[config.mk]
export PLATFORM = sky130hd
export DESIGN_NAME = freq_meter
export DESIGN_NICKNAME = d
export VERILOG_FILES = /design/src/rtl/freq_meter.sv
export SDC_FILE = /design/constraint.sdc
export NUM_CORES = 1
export LEC_CHECK = 0
export CORE_ASPECT_RATIO = 0.9
export CORE_UTILIZATION = 56
export CTS_CLUSTER_SIZE = 16
export DETAILED_ROUTE_END_ITERATION = 16
export HOLD_SLACK_MARGIN = 0.1
export MAX_ROUTING_LAYER = met4
export PLACE_DENSITY_LB_ADDON = 0.2
export SETUP_SLACK_MARGIN = 0.4
export SYNTH_ARGS = -nofsm -noshare
export SYNTH_HDL_FRONTEND = slang
export SYNTH_SLANG_ARGS = --single-unit
[constraint.sdc]
create_clock -name clk -period 2.5 [get_ports clk]
set_input_delay 0.75 -clock clk [delete_from_list [all_inputs] [get_ports clk]]
set_output_delay 0.75 -clock clk [all_outputs]
set_load 0.005 [all_outputs]
[src/rtl/freq_meter.sv]
// Beat-interval meter: counts enabled ticks between rising edges of a synchronous
// pulse and reports the interval as a divider code, with lock and overflow flags.
module freq_meter #(
  parameter int WIDTH        = 4,
  parameter int LOCK_MATCHES = 2
) (
  input  logic             clk,
  input  logic             clr,
  input  logic             count,
  input  logic             pulse,
  output logic [WIDTH-1:0] period,
  output logic             valid,
  output logic             locked,
  output logic             overflow,
  output logic [1:0]       state
);

  typedef enum logic [1:0] {
    IDLE    = 2'b00,
    MEASURE = 2'b01,
    OVER    = 2'b10
  } state_t;

  localparam logic [WIDTH-1:0] CNT_MAX = {WIDTH{1'b1}};
  localparam logic [3:0]       LOCK_TH = 4'(LOCK_MATCHES);

  state_t           state_r;
  logic [WIDTH-1:0] cnt_r;
  logic [WIDTH-1:0] period_r;
  logic             valid_r;
  logic             locked_r;
  logic             overflow_r;
  logic [3:0]       match_r;
  logic             pulse_q_r;
  logic             edge_s;
  logic [3:0]       match_nxt_s;

  assign edge_s = pulse & ~pulse_q_r;

  // Next match count for a measurement completing this cycle (saturates at 15)
  always_comb begin
    match_nxt_s = 4'd1;
    if ((cnt_r == period_r) && (match_r != 4'd0)) begin
      if (match_r == 4'd15) begin
        match_nxt_s = 4'd15;
      end else begin
        match_nxt_s = match_r + 4'd1;
      end
    end else begin
      match_nxt_s = 4'd1;
    end
  end

  // Edge register, interval counter, measurement FSM and flags
  always_ff @(posedge clk or posedge clr) begin
    if (clr) begin
      state_r    <= IDLE;
      cnt_r      <= '0;
      period_r   <= '0;
      valid_r    <= 1'b0;
      locked_r   <= 1'b0;
      overflow_r <= 1'b0;
      match_r    <= 4'd0;
      pulse_q_r  <= 1'b1;
    end else begin
      pulse_q_r <= pulse;
      valid_r   <= 1'b0;
      case (state_r)
        IDLE: begin
          if (edge_s) begin
            state_r <= MEASURE;
            cnt_r   <= '0;
          end
        end
        MEASURE: begin
          // An edge wins over a coincident tick, including the overflowing one
          if (edge_s) begin
            period_r   <= cnt_r;
            valid_r    <= 1'b1;
            overflow_r <= 1'b0;
            match_r    <= match_nxt_s;
            locked_r   <= (match_nxt_s >= LOCK_TH);
            cnt_r      <= '0;
          end else if (count) begin
            if (cnt_r == CNT_MAX) begin
              state_r    <= OVER;
              overflow_r <= 1'b1;
              locked_r   <= 1'b0;
              match_r    <= 4'd0;
            end else begin
              cnt_r <= cnt_r + WIDTH'(1);
            end
          end
        end
        OVER: begin
          if (edge_s) begin
            state_r <= MEASURE;
            cnt_r   <= '0;
          end
        end
        default: begin
          state_r <= IDLE;
          cnt_r   <= '0;
        end
      endcase
    end
  end

  assign period   = period_r;
  assign valid    = valid_r;
  assign locked   = locked_r;
  assign overflow = overflow_r;
  assign state    = state_r;

endmodule

==> impl_results.rst, run 1 <==
.. list-table::
   :header-rows: 1

   * - Metric
     - Value
   * - Outcome
     - finished clean
   * - Area of the placeable core
     - 1530 um2
   * - Peak VDD IR
     - ~0.50 mV
   * - Largest driver fanout on the critical path
     - 9
   * - Fraction of the yosys area taken by sequential cells
     - 0.466
   * - Clk sinks
     - 18
   * - Slowest stage cell, crit path
     - sky130_fd_sc_hd__clkdlybuf4s50_1
   * - Most frequent standard cell in the layout excluding fill and tap cells
     - sky130_fd_sc_hd__dfrtp_1
   * - Layout Cells excl Fill
     - roughly 130
   * - Library cell used as clock root buffer
     - sky130_fd_sc_hd__clkbuf_4
   * - Pin count of the biggest net entering global routing
     - 19
   * - Number of nets in the layout
     - approximately 120
   * - TritonCTS clock tree
     - yes
   * - Category of the worst setup path launch point
     - flip-flop
   * - Total of endpoints with negative setup slack in the final report
     - 0
   * - Unique cell type count in the Yosys netlist
     - 35
   * - Clock-pin transition on the worst setup and hold timing paths
     - about 100 ps
   * - Slew at the pin with the worst max-slew slack
     - 682 ps
   * - Detailed-placement wirelength estimate
     - 1410 um
   * - Unrepaired setup endpoints after global routing
     - false
   * - Number of port buffers
     - 12
   * - Clock period minus final worst setup slack
     - 2010 ps
   * - Largest stage delay on the critical path
     - ~520 ps
   * - Full die area
     - 1900 um2
   * - Total routing resource utilization after global routing
     - 0.247
   * - Syn Nets
     - 102
   * - Fraction of the cycle the final worst path needs
     - 0.803
   * - Data arrival time of the critical path
     - around 1300 ps
   * - Detailed-router iteration count before antenna repair
     - 4
   * - Netlist area before placement
     - between 900 and 1000 um2
   * - Ratio of cells with drive above 1 in the final layout
     - 0.144
   * - Height of the die
     - approximately 41 um
   * - Filler cell count in the final layout
     - 120
   * - H-tree levels
     - 1
   * - Cell-by-cell listing of the critical path
     - clkdlybuf4s50_1
   * - Footprint of the multi-input gates
     - 465 um2
   * - Count of yosys warnings during synthesis
     - 0
   * - Row count
     - 13
   * - GP Congestion
     - approximately 0.84
   * - Capturing element type of the critical path
     - output pin
   * - Number of buffers inserted during clock tree synthesis
     - 3
   * - P per Cell Area
     - slightly below 700 nW/um2
   * - Critical setup path kind
     - reg -> out
   * - Number of endpoints with negative hold slack in the final report
     - 0
   * - Post-detailed-routing wire length
     - about 2000 um
   * - Worst-case headroom to the max-slew limit
     - 0.545
   * - Number of hold-repair buffers added at the cts stage
     - 0
   * - WP data required
     - about 1800 ps
   * - Vias in the first global route
     - 750
   * - Antenna violations before repair
     - 0
   * - Ant. Diodes
     - 0
   * - Clock network latency to the later pin of the worst-skew pair
     - 290 ps
   * - Chip width
     - around 46 um
   * - First DRT Iteration DRCs
     - 24
   * - Cells after Synth
     - 95
   * - Layout overhead on the synthesized area
     - 18.3%
   * - Cells after DPL
     - around 130
   * - Highest attainable clock frequency
     - 498 MHz
   * - Vias per Instance
     - ~6
   * - Residual DRC
     - 0
   * - Avg Inst Size Synth
     - approximately 10 um2
   * - CP delay by family, top
     - buffers and inverters
   * - Total negative slack
     - 0 ps
   * - Number of nets with antenna violations after detailed routing
     - 0
   * - Max Transition Viols Final
     - 0
   * - Initial core utilization
     - 0.633
   * - Number of flops mapped to enable cells by yosys
     - 0
   * - Share of flip-flops with an asynchronous set or reset
     - 1.00
   * - Register bit total from synthesis
     - 18
   * - Leak
     - 0.000513 uW
   * - Number of primary I/O pins
     - 13
   * - Max-cap violation count
     - 0
   * - Commonest cells after routing, fill and taps aside
     - sky130_fd_sc_hd__dfrtp_1 (15), sky130_fd_sc_hd__clkdlybuf4s50_1 (12), sky130_fd_sc_hd__inv_1 (8), sky130_fd_sc_hd__a31oi_1 (8), sky130_fd_sc_hd__a21oi_1 (8)
   * - Wire length of the first global-routing pass
     - between 3000 and 4000 um
   * - Overall overflow remaining after global route
     - 0
   * - Final clock skew
     - between 4 and 5 ps
   * - Per-cell routed wire length
     - roughly 15 um
   * - Clock Path Buffers
     - 2
   * - CP Buf/Inv Count
     - 1
   * - Primary FF master, synth
     - sky130_fd_sc_hd__dfrtp_1
   * - Path type of the worst min-delay path
     - reg -> reg
   * - Vias after detailed routing
     - slightly above 800
   * - Combined flip-flop and latch cell area
     - ~450 um2
## layout make-up
type,instances,share of cell area
Timing Repair Buffer,15,0.124
Sequential cell,18,0.396
Tap cell,22,0.0240
Inverter,8,0.0262
Clock buffer,4,0.0229
Multi-Input combinational cell,66,0.406
## path summary, 6_finish.rpt
path / end / startpoint / slack, ps / depth (start not counted)
worst max-delay path: state[1] / state[1] / 490 / 1
worst min-delay path: locked / locked / 520 / 1
worst max register to register: match_r[0] / cnt_r[0] / 880 / 4
worst min register to register: locked / locked / 520 / 1
max in group asynchronous: state[1] / clr / 1180 / 2
min in group asynchronous: match_r[2] / clr / 850 / 2
## power breakdown
| group | total (uW) | internal, uW | switching [uW] |
|---|---|---|---|
| Combinational | 253 | 124 | 129 |
| Sequential | 380 | 333 | 47.3 |
| Clock | 150 | 62.1 | 88.2 |
## kinds of logic after synthesis
logic type / synth area share
buffers and inverters: 0.0530
muxes: 0.0465
AOI/OAI and AO/OA: 0.174
DFF: 0.466
xor gates and xnor gates: 0.0362
and+or+nand+nor: 0.185
adders and majority gates: 0.0388
## stage by stage
stage          power [uW]  area [um2]  hold WS [ps]  worst slack [ps]  utilization
5_1_grt               833        1150           549               434        0.750
3_3_place_gp          621        1100           482               264        0.721
6_report              783        1150           515               493        0.750
3_5_place_dp          636        1100           494               224        0.721
4_1_cts               788        1130           517               419        0.739
2_1_floorplan         542         968           489               867            -
## Yosys cell counts (all sizes together) (2+ instances only)
master  number  area, um2
a21oi        8       40.0
a31oi        8       50.1
and3         2       12.5
buf          3       21.3
dfrtp       17        425
ha           3       37.5
inv          8       30.0
mux2         4       45.0
nand2        4       15.0
nand2b       2       12.5
nand3        2       10.0
nand4        2       12.5
nor2         8       32.5
o21ai        2       10.0
o32ai        2       17.5
xor2         4       35.0
## what timing repair did
item / 4_1_cts / 5_1_grt
setup endpoints to repair: 1 / 2
gates resized for setup: 1 / 1
buffers inserted: 0 / 2
## per-layer routing
layer | global-route usage | routed length, um | up-vias
met5 | - | 0 | -
met4 | 0.0529 | 9 | 0
met3 | 0.0652 | 80 | 2
met2 | 0.377 | 972 | 22
met1 | 0.330 | 918 | 409
li1 | - | - | 379
## flip-flops by register name, indices dropped and copies added (netlist names)
register   count
cnt_r          4
state          2
pulse_q_r      1
overflow       1
locked         1
match_r        4
valid          1
period         4
Power figures use the tool's default switching activity.
==> run 2, diff against run 1 <==
--- a/config.mk
+++ b/config.mk
@@ -6,7 +6,7 @@
 export NUM_CORES = 1
 export LEC_CHECK = 0
 export CORE_ASPECT_RATIO = 0.9
-export CORE_UTILIZATION = 56
+export CORE_UTILIZATION = 47
 export CTS_CLUSTER_SIZE = 16
 export DETAILED_ROUTE_END_ITERATION = 16
 export HOLD_SLACK_MARGIN = 0.1
==> constraint.sdc (replaced) <==
create_clock -name clk -period 1.8 [get_ports clk]
set_input_delay 0.54 -clock clk [delete_from_list [all_inputs] [get_ports clk]]
set_output_delay 0.54 -clock clk [all_outputs]
set_load 0.005 [all_outputs]
==> impl_results.rst, run 2 (synthesis gave the netlist of run 1 again) <==
.. list-table::
   :header-rows: 1

   * - Metric
     - Value
   * - Total of endpoints with negative setup slack in the final report
     - 0 (unchanged)
   * - Peak VDD IR
     - 0.619 mV (+24%)
   * - TritonCTS clock tree
     - yes
   * - Library cell used as clock root buffer
     - sky130_fd_sc_hd__clkbuf_4
   * - Residual DRC
     - 0 (unchanged)
   * - Startpoint of the worst register-to-register path
     - cnt_r[0]
   * - Number of endpoints with negative hold slack in the final report
     - 0 (unchanged)
   * - Reg-to-reg endpoint
     - match_r[2]
   * - Ant. Diodes
     - 0 (unchanged)
   * - Number of port buffers
     - 12 (unchanged)
   * - Power, Total
     - 1240 uW (+58%)
   * - Data arrival time of the critical path
     - 1760 ps (+500 ps)
   * - First DRT Iteration DRCs
     - 25 (+4.2%)
   * - Height of the die
     - 45.1 um (+8.7%)
   * - Vias per Instance
     - 5.60 (-8.3%)
   * - Number of buffers inserted during clock tree synthesis
     - 3 (unchanged)
   * - WP data required
     - 2040 ps (+290 ps)
   * - GP Congestion
     - 0.864 (+2.9%)
   * - Overall overflow remaining after global route
     - 0 (unchanged)
   * - Launch instance of the worst min-delay path
     - locked
   * - Fraction of the cycle the final worst path needs
     - 0.844
   * - Vias after detailed routing
     - 862 (+6.2%)
   * - Total routing resource utilization after global routing
     - 0.219 (-0.0283)
   * - Area of the placeable core
     - 1930 um2 (+26%)
   * - P per Cell Area
     - 905 nW/um2 (+32%)
   * - Post-detailed-routing wire length
     - 2240 um (+13%)
   * - Reg2reg setup slack
     - 280 ps (-600 ps)
   * - H-tree levels
     - 1 (unchanged)
   * - Capturing element type of the critical path
     - flip-flop
   * - Most frequent standard cell in the layout excluding fill and tap cells
     - sky130_fd_sc_hd__buf_4
   * - Clock period minus final worst setup slack
     - between 1500 and 2000 ps
   * - Final clock skew
     - 2.33 ps (-2.09 ps)
   * - Critical setup path kind
     - reg -> reg
   * - Category of the worst setup path launch point
     - flip-flop
   * - Largest driver fanout on the critical path
     - 6 (-3)
   * - Outcome
     - finished clean
   * - Clock Path Buffers
     - 2 (unchanged)
   * - Max Transition Viols Final
     - 0 (unchanged)
   * - Leak
     - 0.000641 uW (+25%)
   * - Antenna violations before repair
     - 0 (unchanged)
   * - Max-cap violation count
     - 0 (unchanged)
   * - Commonest cells after routing, fill and taps aside
     - sky130_fd_sc_hd__buf_4 (18), sky130_fd_sc_hd__dfrtp_1 (15), sky130_fd_sc_hd__inv_1 (8), sky130_fd_sc_hd__a31oi_1 (8), sky130_fd_sc_hd__buf_2 (8)
   * - Row count
     - 15 (+2)
   * - Worst-case headroom to the max-slew limit
     - 0.730 (+0.185)
   * - Number of primary I/O pins
     - 13 (unchanged)
   * - Pin count of the biggest net entering global routing
     - 11 (-8)
   * - Clk sinks
     - 18 (unchanged)
   * - Highest attainable clock frequency
     - around 660 MHz
   * - Number of hold-repair buffers added at the cts stage
     - 0 (unchanged)
   * - Clock-pin transition on the worst setup and hold timing paths
     - 110 ps (about the same)
   * - Path type of the worst min-delay path
     - reg -> reg
   * - Initial core utilization
     - 0.501 (-0.132)
   * - Total negative slack
     - 0 ps (unchanged)
   * - Chip width
     - 49.8 um (+8.7%)
   * - Detailed-router iteration count before antenna repair
     - 6 (+2)
   * - Unrepaired setup endpoints after global routing
     - true
   * - Path depth of the worst reg2reg path
     - 5 (+1)
   * - Vias in the first global route
     - 753 (+0.40%)
   * - Layout overhead on the synthesized area
     - 41.6%
   * - Wire length of the first global-routing pass
     - 3450 um (+2.9%)
   * - Cell depth of the worst hold path
     - 1 (unchanged)
   * - Per-cell routed wire length
     - 14.6 um (-2.2%)
   * - Ratio of cells with drive above 1 in the final layout
     - 0.450 (+0.305)
   * - Hold Path Sink
     - locked
   * - Slew at the pin with the worst max-slew slack
     - 404 ps (-278 ps)
   * - Number of nets with antenna violations after detailed routing
     - 0 (unchanged)
   * - Number of nets in the layout
     - 137 (+15%)
   * - Full die area
     - 2250 um2 (+18%)
   * - Clock network latency to the later pin of the worst-skew pair
     - 300 ps (about the same)
   * - Detailed-placement wirelength estimate
     - 1380 um (-2.6%)
## run 2: area by class of cell
cell class                      count  area (um2)
Timing Repair Buffer               33         241
Inverter                            8        30.0
Multi-Input combinational cell     66         578
Sequential cell                    18         454
Clock buffer                        4        36.3
Tap cell                           25        31.3
Fill cell                         150         562
## run 2: timing repair
action / CTS / global route
buffers inserted: 11 / 2
gates cloned: 0 / 0
endpoints found under the setup margin: 23 / 17
pin swaps: 10 / 4
hold endpoints to repair: 0 / 0
gates resized for setup: 42 / 18
## run 2: how the worst max path moves through the flow
stage	startpoint	to	depth (start not counted)
5_1_grt	match_r[1]	match_r[2]	6
3_5_place_dp	pulse	match_r[1]	5
4_1_cts	period[0]	match_r[1]	5
2_1_floorplan	pulse	match_r[2]	5
6_report	cnt_r[0]	match_r[2]	5
3_3_place_gp	pulse	match_r[1]	5
## run 2: metal layers
metal	GRT usage	wire length, um	up-vias
li1	-	-	416
met4	0.0514	25	0
met1	0.299	1070	415
met2	0.322	1030	26
met5	-	0	-
met3	0.0640	119	5
## run 2: power breakdown
group	internal [uW]	total (uW)	switching, uW
Clock	124	259	136
Sequential	463	517	54.0
Combinational	239	465	226
## run 2: stage by stage
stage	hold slack, ps	cell area, um2	setup slack, ps	util	std cells
after floorplan	478	976	385	-	95
after global placement	494	1170	-90.1	0.603	137
after detailed placement	488	1170	-146	0.603	137
after CTS	510	1280	323	0.661	152
after global routing	532	1370	240	0.709	154
final	502	1370	282	0.709	154
## run 2: critical path: stages, from the launching register on
cell	delay, ps
sky130_fd_sc_hd__dfrtp_1	440
sky130_fd_sc_hd__buf_4	170
sky130_fd_sc_hd__xor2_4	160
sky130_fd_sc_hd__nor4b_4	410
sky130_fd_sc_hd__a31oi_1	140
sky130_fd_sc_hd__nor2_1	130
